## config.mk

```make
export PLATFORM = sky130hd
export DESIGN_NAME = div_seq
export DESIGN_NICKNAME = d
export VERILOG_FILES = /design/src/rtl/div_pkg.sv /design/src/rtl/div_step.sv /design/src/rtl/div_seq.sv
export SDC_FILE = /design/constraint.sdc
export NUM_CORES = 1
export LEC_CHECK = 0
export CAP_MARGIN = 10
export CORE_MARGIN = 2
export CORE_UTILIZATION = 55
export CTS_BUF_LIST = sky130_fd_sc_hd__clkbuf_2
export CTS_CLUSTER_SIZE = 28
export DETAILED_ROUTE_END_ITERATION = 10
export PLACE_DENSITY = 0.8
export SLEW_MARGIN = 30
export SYNTH_ARGS = -nofsm -noshare
export SYNTH_HDL_FRONTEND = slang
export SYNTH_SLANG_ARGS = --single-unit
export TNS_END_PERCENT = 100
```

## constraint.sdc

```tcl
create_clock -name clk -period 6.4 [get_ports clk]
set_input_delay 0.96 -clock clk [delete_from_list [all_inputs] [get_ports clk]]
set_output_delay 0.96 -clock clk [all_outputs]
set_load 0.005 [all_outputs]
```

## src/rtl/div_pkg.sv

```systemverilog
// Shared definitions for the sequential restoring divider.
package div_pkg;

  localparam int unsigned DIV_WIDTH = 32;

  typedef enum logic [1:0] {
    IDLE = 2'd0,
    RUN  = 2'd1,
    DONE = 2'd2
  } div_state_e;

endpackage

```

## src/rtl/div_step.sv

```systemverilog
// One restoring division iteration: shift in the next dividend bit, trial subtract, keep or restore.
module div_step
  import div_pkg::*;
#(
  parameter int unsigned WIDTH = DIV_WIDTH
) (
  input  logic [WIDTH:0]   rem_in,
  input  logic [WIDTH-1:0] quo_in,
  input  logic [WIDTH-1:0] dvs,
  output logic [WIDTH:0]   rem_c,
  output logic [WIDTH-1:0] quo_c
);

  logic [WIDTH+1:0] wide;
  logic             fits;

  always_comb begin
    wide  = {rem_in, quo_in[WIDTH-1]};
    fits  = (wide >= (WIDTH+2)'(dvs));
    rem_c = fits ? (WIDTH+1)'(wide - (WIDTH+2)'(dvs)) : (WIDTH+1)'(wide);
    quo_c = {quo_in[WIDTH-2:0], fits};
  end

endmodule

```

## src/rtl/div_seq.sv

```systemverilog
// Sequential restoring divider, one quotient bit per clock.
// Define DIV_SIGNED_EN to build two's-complement signed division instead of unsigned.
module div_seq
  import div_pkg::*;
#(
  parameter int unsigned WIDTH = DIV_WIDTH
) (
  input  logic             clk,
  input  logic             reset,
  input  logic             start,
  input  logic [WIDTH-1:0] x,
  input  logic [WIDTH-1:0] y,
  output logic [WIDTH-1:0] quociente,
  output logic [WIDTH-1:0] resto,
  output logic             busy,
  output logic             done,
  output logic             div_zero,
  output logic             overflow
);

  localparam int unsigned   CW   = (WIDTH > 1) ? $clog2(WIDTH) : 1;
  localparam logic [CW-1:0] LAST = CW'(WIDTH - 1);

  div_state_e       state, state_nxt;
  logic [CW-1:0]    cnt;
  logic [WIDTH:0]   rem_q, rem_c;
  logic [WIDTH-1:0] quo_q, quo_c, dvs_q;
  logic [WIDTH-1:0] x_mag, y_mag, q_fin, r_fin;
  logic             accept_c, last_c, y_zero_c;

`ifdef DIV_SIGNED_EN
  localparam logic [WIDTH-1:0] MOST_NEG = {1'b1, {(WIDTH-1){1'b0}}};
  logic neg_q, neg_r, ovf_pend, ovf_c;

  // Divide magnitudes, then restore signs: quotient by sign mismatch, remainder follows x.
  always_comb begin
    x_mag = x[WIDTH-1] ? (~x + WIDTH'(1)) : x;
    y_mag = y[WIDTH-1] ? (~y + WIDTH'(1)) : y;
    ovf_c = (x == MOST_NEG) && (y == '1);
    q_fin = neg_q ? (~quo_c + WIDTH'(1)) : quo_c;
    r_fin = neg_r ? (~rem_c[WIDTH-1:0] + WIDTH'(1)) : rem_c[WIDTH-1:0];
  end
`else
  always_comb begin
    x_mag = x;
    y_mag = y;
    q_fin = quo_c;
    r_fin = rem_c[WIDTH-1:0];
  end
`endif

  div_step #(.WIDTH(WIDTH)) u_step (
    .rem_in (rem_q),
    .quo_in (quo_q),
    .dvs    (dvs_q),
    .rem_c  (rem_c),
    .quo_c  (quo_c)
  );

  assign accept_c = start && ((state == IDLE) || (state == DONE));
  assign last_c   = (cnt == LAST);
  assign y_zero_c = (y == '0);

  always_ff @(posedge clk or posedge reset) begin
    if (reset) state <= IDLE;
    else       state <= state_nxt;
  end

  always_comb begin
    state_nxt = state;
    case (state)
      IDLE:    if (start) state_nxt = y_zero_c ? DONE : RUN;
      RUN:     if (last_c) state_nxt = DONE;
      DONE:    if (start) state_nxt = y_zero_c ? DONE : RUN;
               else       state_nxt = IDLE;
      default: state_nxt = IDLE;
    endcase
  end

  // Datapath and registered outputs; results only move on completion or a divide-by-zero accept.
  always_ff @(posedge clk or posedge reset) begin
    if (reset) begin
      cnt       <= '0;
      rem_q     <= '0;
      quo_q     <= '0;
      dvs_q     <= '0;
      quociente <= '0;
      resto     <= '0;
      busy      <= 1'b0;
      done      <= 1'b0;
      div_zero  <= 1'b0;
      overflow  <= 1'b0;
`ifdef DIV_SIGNED_EN
      neg_q     <= 1'b0;
      neg_r     <= 1'b0;
      ovf_pend  <= 1'b0;
`endif
    end else begin
      busy <= (state_nxt == RUN);
      done <= (state_nxt == DONE);
      if (accept_c) begin
        cnt      <= '0;
        div_zero <= 1'b0;
        overflow <= 1'b0;
        if (y_zero_c) begin
          quociente <= '1;
          resto     <= x;
          div_zero  <= 1'b1;
        end else begin
          rem_q <= '0;
          quo_q <= x_mag;
          dvs_q <= y_mag;
`ifdef DIV_SIGNED_EN
          neg_q    <= x[WIDTH-1] ^ y[WIDTH-1];
          neg_r    <= x[WIDTH-1];
          ovf_pend <= ovf_c;
`endif
        end
      end else if (state == RUN) begin
        rem_q <= rem_c;
        quo_q <= quo_c;
        cnt   <= cnt + CW'(1);
        if (last_c) begin
          quociente <= q_fin;
          resto     <= r_fin;
`ifdef DIV_SIGNED_EN
          overflow  <= ovf_pend;
`endif
        end
      end
    end
  end

endmodule

```

[Yosys cells after proc, flatten, opt, wreduce, memory -nomap -nowiden]
Index checks and enable logic that the tools add are counted.
Storage, ports and cells
  logic and storage cells: 53
  output and inout port bits: 68
  bits in registers: 171
Cells by class
  reductions and logical operators: 9
  $lt $le $gt $ge: 1
  add/sub/neg operators: 2
  bitwise logic cells: 1
  eq/ne operators: 7
  multiplexer cells: 23
Operator list (number)
  $mux 32: 11
  $mux 33: 4
  $ge 34x32->1: 1
  $sub 33x32->33: 1
  $logic_not 32->1: 1
  $mux 5: 2
  $mux 2: 4
  $pmux 2 s3: 1
  $add 5x1->5 const B: 1
  $eq 5x5->1 const B: 1
  $eq 2x1->1 const B: 2
  $eq 2x2->1 const B: 2
  $reduce_and 2->1: 2
  $reduce_bool 2->1: 2
  $reduce_and 3->1: 1
  $logic_not 2->1: 1
  $ne 2x1->1 const B: 1
  $ne 2x2->1 const B: 1
  $logic_and 1x1->1: 1
  $logic_or 1x1->1: 1
  $mux 1: 1
  $not 1->1: 1

[Depth between registers and ports, before layout]
Gate-level depths: netlist of the first run.
  depth after elaboration: 5
  mapped depth: 14
  depth with buffers taken out: 12

[Hierarchy]
A second synthesis of the first run with hierarchy kept.
Second synthesis, totals
  cell total of the unflattened synthesis: 928
  area, all modules: 9193.8 µm²
By module, submodules not included
  div_seq: sequential area each 4279.1 µm², instances 1, area an instance 6762.7 µm², cells an instance 550
  div_step: sequential area each 0.0 µm², instances 1, area an instance 2431.1 µm², cells an instance 378

[Worst setup path after synthesis of the first run]
No wires, ideal clock.
  path type: reg2reg
  start point: register rem_q[29]
  end point: register resto[0]
  library setup time: 95 ps
  data arrival time: 2696 ps
  cell stages (with the launch flop): 13
  setup slack: 3609 ps
  path buffers: 3
  period minus slack after synthesis: 2791 ps
  cell sequence: dfrtp_1 ha_1 clkbuf_1 and3_1 a221oi_1 o41ai_1 a21boi_0 a21o_1 buf_6 buf_2 mux2i_1 nor2_1 o31ai_1
Between the ends
  longest elaborated chain between the ends: 5
Ends and longest elaborated chain
  start, declared: RTL line div_seq.sv:26  | logic [WIDTH:0] rem_q, rem_c;
  start signal, assigned: RTL line div_seq.sv:120  | rem_q <= rem_c;
  $ge 34x32->1: RTL line div_step.sv:19  | fits = (wide >= (WIDTH+2)'(dvs));
  $mux 33: RTL line div_step.sv:20  | rem_c = fits ? (WIDTH+1)'(wide - (WIDTH+2)'(dvs)) : (WIDTH+1)'(wide);
  $mux 32: RTL line div_seq.sv:123  | if (last_c) begin
  $mux 32: RTL line div_seq.sv:119  | end else if (state == RUN) begin
  $mux 32: RTL line div_seq.sv:101  | if (accept_c) begin
  end signal, assigned: RTL line div_seq.sv:125  | resto <= r_fin;
  end, declared: RTL line div_seq.sv:14  | output logic [WIDTH-1:0] resto,
Every way passes these cells. The select of a mux whose other input is x is not followed.
A chain may end at the register's enable or synchronous reset.

[Final worst setup path of the first run]
Same ends and word-level chain as after synthesis.

==> results of run 1 <==
==> sequential cells by signal, indices dropped and copies added (netlist names) <==
signal and cells:
dvs_q 32, div_zero 1, cnt 5, state 2
rem_q 33, resto 32, quo_q 32, busy 1
quociente 32, done 1
==> power breakdown <==
group          total (µW)  internal, µW  switching (µW)  leakage (µW)
clock                 619           195             423      0.000146
combinational        4700          2090            2620       0.00283
sequential           2030          1630             401       0.00198
==> worst max path at each step <==
stage                     startpoint        end  slack, ns  cells after the start
after floorplan                reset       busy       0.81                      1
after global placement          y[0]  resto[30]       1.99                     11
after detailed placement        y[0]  resto[30]       1.89                     11
after CTS                  rem_q[21]  rem_q[27]       2.51                      9
after global routing            y[1]  resto[30]       2.51                     11
final                      rem_q[29]   resto[0]       2.70                      9
==> synthesized netlist by cell type (3+ instances only) <==
cell	number	area share, %
nand4_1	11	0.73
nor3_1	8	0.43
nor4_1	10	0.67
a21oi_1	51	2.7
o311ai_0	3	0.28
o31ai_1	9	0.72
mux2i_1	10	1.1
nor2_1	109	4.3
xor2_1	6	0.56
o211ai_1	10	0.80
o2111ai_1	3	0.28
clkbuf_1	56	2.2
a21o_1	21	1.7
nand2b_1	6	0.40
and2_1	9	0.60
buf_4	3	0.24
o21ai_0	84	4.5
and3_1	7	0.47
nor2b_1	3	0.20
a211o_1	4	0.37
o21a_1	6	0.48
a31oi_1	45	3.0
or3_1	6	0.40
a211oi_1	4	0.32
o22a_1	9	0.84
a21boi_0	4	0.32
dfrtp_1	171	45
inv_1	45	1.8
nand2_1	182	7.3
a41oi_1	3	0.28
a22o_1	6	0.56
mux2_2	40	4.8
buf_2	6	0.32
xnor2_1	16	1.5
ha_1	34	4.5
nand3_1	6	0.32
==> through the flow <==
step	util (%)	setup slack [ns]	hold WS, ns	instance area [µm²]
6_report	66.85	2.697	0.5117	11130
5_1_grt	66.85	2.512	0.5381	11130
4_1_cts	66.73	2.505	0.5151	11110
3_5_place_dp	65.13	1.885	0.4693	10840
3_3_place_gp	65.13	1.992	0.4601	10840
2_1_floorplan	-	0.8082	0.4494	9407
==> cells by family (layout without fill, tap and decap cells) <==
kind of cell / count (synthesis) / after routing
other: 1 / 2
and+or+nand+nor: 368 / 368
AOI/OAI and AO/OA: 292 / 292
adders and majority gates: 35 / 35
buffers and inverters: 113 / 220
DFF: 171 / 171
xor gates and xnor gates: 22 / 22
muxes: 50 / 50
==> layout make-up <==
| cell class | count | area share [%] |
|---|---|---|
| clock buffers | 17 | 0.7647 |
| clock inverters | 15 | 1.631 |
| multi-input cells | 768 | 42.35 |
| repair buffers | 143 | 12.71 |
| diodes | 1 | 0.02249 |
| inverters | 45 | 1.586 |
| flip-flops and latches | 171 | 38.46 |
| well taps | 220 | 2.474 |
==> worst reg2reg max path, delay by kind of cell (launching register included) <==
family	cells	cell delay (ns)
AO/OA/AOI/OAI	5	1.97
adder cells (fa/ha/maj)	1	0.43
flip-flops	1	0.51
multiplexers	1	0.41
AND/OR/NAND/NOR	2	0.31
==> routing by layer <==
metal / vias up / global-route usage [%] / wire (µm)
li1: 3892 / - / -
met1: 3900 / 42.84 / 11620
met2: 273 / 40.02 / 10530
met3: 31 / 4.017 / 1503
met4: 0 / 7.661 / 352
met5: - / 0 / 0
==> results.cfg, run 1 <==
[critical_path]
cp.arrival_ns = 4.41
crit_type = flop to flop
end_kind = flop
r2r_cells = 9
crit_required_ns = 7.10
max_stage_delay_ns = 0.78
r2r-start = rem_q[29]
crit_family = compound AO/OA/AOI/OAI gates
r2r_setup_slack_ns = 2.70
worstReg2RegEnd = resto[0]
critPathMaxFanout = 28
path_cells = ha_1, and3_1, a221oi_1, o41ai_1, a21boi_0, a21o_1, mux2i_1, nor2_1, o31ai_1
cp_num_buf_inv = 0
crit_path_start_kind = flop
critPathSlowestCell = a21o_1

[drt]
drt_iter0_drc = 715
ant_nets = 0
vias = 8096
route.detailed.wl_per_inst_um = 17.40
drc = 0
drt_wl_total_mm = 24.01
via_per_inst = 5.867
firstDrtPassIters = 5

[synthesis]
async_reset_ff_share_pct = 100.0
syn_inst = 1052
synth-adder-area-share_pct = 4.735
synth_top_family_by_area = compound AO/OA/AOI/OAI gates
avgSynthCellArea_um2 = 8.942
yosys.area_share.simple_pct = 16.87
synth-edff-count = 0
synthMuxAreaShare_pct = 5.853
ys_types = 71
ys_seq_area_share_pct = 45.49
yosys_register_bits = 171
syn_area_um2 = 9407
synth_flop_cell = dfrtp_1
synth.net_count = 1154
synth_warnings = 0
synth_compound_area_share_pct = 20.18
synth_xor_area_share_pct = 2.048

[timing]
fmax_mhz = 270.0
setup_viol = 0
maxSlewHeadroom_pct = 33.49
rsz0062_at_grt = no
slew_viol_final = 0
fin_setup_tns_ns = 0
period_minus_slack_ns = 3.703
worst_slew_pin_slew_ns = 0.9956
period_share_pct = 57.87
finalClockSkew_ns = 0.04093
timing_hold_violations_final = 0

[placed_design]
place_hpwl_mm = 17.76
place_inst = 1346
port_buffers = 133
place_congestion = 0.9091

[finish]
seq_area_um2 = 4279
finalNetCount = 1248
multiInputGateArea_um2 = 4712
drive_above_1_share_pct = 8.714
num-fill-cells = 1420
final_common_cell = nand2_1
final_cells = 1380
area_growth_pct = 18.28
layout_common_cells = 181 x nand2_1, 171 x dfrtp_1, 133 x clkdlybuf4s50_1

[floorplanning]
io_pins = 135
core_area_um2 = 16640
dieArea_um2 = 18160
chipHeight_um = 134.8
initial_core_util_pct = 56.52
placementRows = 47
fp.dieW_um = 134.8

[power]
p_leak_uw = 0.004949
powerDensity_nw_per_um2 = 660.4
p_total_uw = 7348
ir_drop_v = 0.0002826

[clocking]
ctsResizeCount = 0
cts_sinks = 171
postCtsSetupRepairBufs = 0
clkTransAtPathRegs_ns = 0.26
clock-root-buffer = clkbuf_2
htreeDepth = 4
clk_path_buf_depth = 2
holdBufCountCts = 0
clk_latency_ns = 0.79
cts_tree = done
numCtsBuffers = 17

[global_route]
gr-total-overflow = 0
grt_max_degree = 113
grt_pass1_wl_mm = 39.26
grt_pass1_vias = 7520
grtUsageTotal_pct = 27.50
antenna_found_initial = 1

[min_path]
holdCritStartpoint = cnt[3]
hold_end = cnt[3]
hp-class = flop to flop
hold_path_depth = 1

[flow_run]
drv_cap = 0

[outcome]
status = finished, final reports clean
(Power assumes the default switching activity.)
==> run 2: changes to the inputs <==
CORE_UTILIZATION = 51   (was 55)
PLACE_DENSITY = 0.78   (was 0.8)
clock period = 3.3 ns   (was 6.4 ns; I/O delays follow)
==> run 2 against run 1 <==
Setup slack got worse by 2.5 ns. Count of clock-buffer cells in the layout did not move. Fmax increased by 18%. Wire length up 3.9%. Clock skew is 0.0043 ns lower.
==> results.cfg, run 2 (synthesis gave the netlist of run 1 again) <==
[outcome]
status = finished, final reports clean

[clocking]
clock-root-buffer = clkbuf_2
cts_sinks = 171
holdBufCountCts = 0
clk_path_buf_depth = 2
clk_latency_ns = 0.78
cts_tree = done
clkTransAtPathRegs_ns = 0.28
numCtsBuffers = 17
htreeDepth = 4

[critical_path]
crit_required_ns = 3.98
path_cells = ha_1, nand4_2, or4_1, o221a_4, a21oi_4, buf_4, nor2_1, a211oi_1, o21ai_1
end_kind = flop
r2r_cells = 9
crit_path_start_kind = flop
critPathMaxFanout = 12
cp.arrival_ns = 3.82
critPathSlowestCell = or4_1
crit_type = flop to flop
max_stage_delay_ns = 0.57

[timing]
period_minus_slack_ns = 3.143
fmax_mhz = 318.2
setup_viol = 0
rsz0062_at_grt = yes
finalClockSkew_ns = 0.03662
maxSlewHeadroom_pct = 59.84
worst_slew_pin_slew_ns = 0.6024
period_share_pct = 95.24
finalWorstSetupSlack_ns = 0.1569
slew_viol_final = 0
timing_hold_violations_final = 0

[global_route]
grt_max_degree = 172
grt_pass1_wl_mm = 39.70
gr-total-overflow = 0
antenna_found_initial = 1
grtUsageTotal_pct = 25.22
grt_pass1_vias = 7583

[finish]
postLayoutCellArea_um2 = 11520
largest_register_ffs = 33
top_register = rem_q
finalNetCount = 1286
drive_above_1_share_pct = 12.20
final_common_cell = nand2_1
layout_common_cells = 181 x nand2_1, 171 x dfrtp_1, 133 x clkdlybuf4s50_1
area_growth_pct = 22.45

[drt]
drt_iter0_drc = 714
vias = 8378
route.detailed.wl_per_inst_um = 17.48
ant_nets = 0
drc = 0
via_per_inst = 5.871
drt_wl_total_mm = 24.94
firstDrtPassIters = 5

[power]
powerDensity_nw_per_um2 = 1296
ir_drop_v = 0.0005226
p_leak_uw = 0.005153

[min_path]
hp-class = primary input to async pin

[floorplanning]
io_pins = 135
fp.dieW_um = 139.8
placementRows = 49
chipHeight_um = 139.8
dieArea_um2 = 19550
initial_core_util_pct = 52.19
core_area_um2 = 18020

[flow_run]
drv_cap = 0

[placed_design]
preCtsSetupSlack_ns = 0.1603
place_congestion = 0.9620
port_buffers = 133
place_area_um2 = 11190
place_hpwl_mm = 18.37
-- run 2: cell count changes in the layout (fill, tap and decap cells not counted), moves of 3 or more --
cell,change
buf_4,+32
a21oi_1,-3
a21oi_2,+3
buf_12,+6
-- run 2: repair_timing --
action	in CTS	in global routing
endpoints found under the setup margin	0	29
setup buffers	0	3
gates resized for setup	0	8
-- run 2: layout make-up --
type                    count  area (µm²)
clock inverters            15       155.1
flip-flops and latches    171        4279
diodes                      1       2.502
well taps                 229       286.5
repair buffers            181        1787
multi-input cells         768        4751
inverters                  45       172.7
fillers                  1538        6506
clock buffers              17       85.08
-- run 2: critical path, delay by kind of cell, from the launching register on --
family	cells	cell delay [ns]
fa+ha+maj	1	0.41
simple gates	3	0.82
flops	1	0.47
buf+inv	1	0.20
compound gates	4	1.14
-- run 2: metrics by stage --
stage	std cells	hold WS, ns	setup TNS (ns)	total power [µW]	utilization [%]
after global routing	1427	0.07559	-0.003705	16070	63.90
final	1427	0.08487	0	14930	63.90
after floorplan	1052	0.4494	0	10230	-
after CTS	1422	0.2300	0	14650	63.40
after detailed placement	1390	0.4695	0	13520	62.06
after global placement	1390	0.4617	0	13370	62.06
-- run 2: per-layer routing --
layer	part of all wire, %	GRT usage, %
met5	0	0
met4	1.9	7.105
met3	6.9	3.820
met2	44	37.38
met1	47	38.59
-- run 2: worst paths after layout --
path                                from            end  slack (ns)
setup / recovery               rem_q[16]      resto[19]        0.16
hold / removal                     reset      quo_q[24]        0.08
setup reg to reg               rem_q[16]      resto[19]        0.16
hold reg to reg            quociente[14]  quociente[14]        0.52
max in group asynchronous          reset      rem_q[17]        2.35
min in group clk                    x[9]       quo_q[9]        0.27
-- run 2: power breakdown --
group / leakage (µW) / internal, µW / total [µW] / switching, µW
logic: 0.00304 / 4580 / 9900 / 5320
registers: 0.00198 / 3150 / 3920 / 766
clock network: 0.000140 / 245 / 1110 / 865
total: 0.00515 / 7980 / 14900 / 6950
==> run 3: changes to the inputs <==
--- a/constraint.sdc
+++ b/constraint.sdc
@@ -3,2 +3,2 @@
 set_output_delay 0.495 -clock clk [all_outputs]
-set_load 0.005 [all_outputs]
+set_load 0.1 [all_outputs]
==> run 3 against run 2 <==
Final cell count is 0.21% lower. Sequential cell count stayed put. Clock skew is 0.0081 ns higher. Critical path type unchanged.
==> results.cfg, run 3 (synthesis gave the netlist of run 1 again) <==
[outcome]
status = finished, final reports clean

[timing]
period_share_pct = 95.10
fmax_mhz = 318.6
period_minus_slack_ns = 3.138
finalClockSkew_ns = 0.04475
setup_viol = 0
holdWs_ns = 0.08762
timing_hold_violations_final = 0
maxSlewHeadroom_pct = 31.14
worst_slew_pin_slew_ns = 1.030
slew_viol_final = 0

[critical_path]
crit_required_ns = 3.99
critPathMaxFanout = 15
end_kind = flop
cp.arrival_ns = 3.83
r2r_setup_slack_ns = 0.16
crit_type = flop to flop
crit_path_start_kind = flop

[finish]
area_growth_pct = 22.55
layout_common_cells = 181 x nand2_1, 171 x dfrtp_1, 130 x clkdlybuf4s50_1
final_cells = 1424
finalNetCount = 1283
utilization_pct = 63.95
final_common_cell = nand2_1
postLayoutCellArea_um2 = 11530
drive_above_1_share_pct = 12.06
largest_register_ffs = 33
top_register = rem_q

[clocking]
clk_path_buf_depth = 2
clkTransAtPathRegs_ns = 0.28
postCtsSetupRepairBufs = 0
cts_tree = done
holdBufCountCts = 0
numCtsBuffers = 17
clock-root-buffer = clkbuf_2
clk_latency_ns = 0.80
cts_sinks = 171
htreeDepth = 4

[drt]
firstDrtPassIters = 5
drc = 0
drt_iter0_drc = 594
route.detailed.wl_per_inst_um = 17.64
drt_wl_total_mm = 25.13
via_per_inst = 5.881
wl_met1_mm = 11.64
ant_nets = 0
vias = 8375
top_layer_used = met4
wl_met2_mm = 11.12
wl_met3_mm = 1.777

[flow_run]
drv_cap = 0

[placed_design]
place_area_um2 = 11180
place_inst = 1390
place_congestion = 0.9609
port_buffers = 133
place_hpwl_mm = 18.60

[floorplanning]
chipHeight_um = 139.8
io_pins = 135
fp.dieW_um = 139.8
placementRows = 49
initial_core_util_pct = 52.19
dieArea_um2 = 19550
core_area_um2 = 18020

[global_route]
grt_pass1_wl_mm = 40.32
antenna_found_initial = 1
grtUsageTotal_pct = 25.73
grt_max_degree = 172
grt_pass1_vias = 7713
gr-total-overflow = 0

[min_path]
hp-class = primary input to async pin
==> run 3: cell types whose count changed in the layout (fill, tap and decap cells not counted), sizes merged <==
cell / previous run / this run
clkdlybuf4s50: 133 / 130
bufinv: 0 / 2
clkinv: 6 / 4
==> run 3: per-layer routing <==
metal | vias up | GRT usage, %
met2 | 336 | 37.84
met5 | - | 0
met3 | 41 | 5.127
li1 | 3975 | -
met1 | 4023 | 38.45
met4 | 0 | 8.105
==> run 3: worst paths after layout <==
path / from / to / depth (start not counted)
max: rem_q[16] / resto[1] / 9
min: reset / quociente[28] / 3
max reg2reg: rem_q[16] / resto[1] / 9
min reg2reg: cnt[3] / cnt[3] / 1
max in group asynchronous: reset / rem_q[1] / 4
min in group clk: x[5] / quo_q[5] / 3
==> run 3: cell type report <==
class                   count  area, µm²
inverters                  45      172.7
well taps                 229      286.5
flip-flops and latches    171       4279
clock buffers              17      85.08
clock inverters            15      201.4
diodes                      1      2.502
repair buffers            178       1757
multi-input cells         768       4743
fillers                  1558       6497
==> run 3: critical path, stage by stage, from the launching register on <==
cell and delay (ns):
dfrtp_1 0.47, ha_1 0.42, nand4_2 0.21, or4_1 0.55, o221a_4 0.26, a21oi_4 0.40, buf_4 0.25, mux2i_1 0.24
a21oi_1 0.09, a21o_1 0.16
==> run 3: repair_timing <==
item | 4_1_cts | 5_1_grt
endpoints found under the setup margin | 0 | 20
endpoints found under the hold margin | 0 | 0
gates resized for setup | 0 | 6
==> run 3: metrics by stage <==
| step | TNS, ns | setup WS [ns] |
|---|---|---|
| detailed placement | 0 | 0.1487 |
| global route | -0.001165 | -0.001165 |
| floorplan | 0 | 0.5086 |
| CTS | 0 | 0.1074 |
| global placement | 0 | 0.1454 |
| finish | 0 | 0.1616 |
Power of run 3 is left out: the tool's default activity adds up to more than one toggle a clock period on the data nets, which glitch-free logic cannot reach.
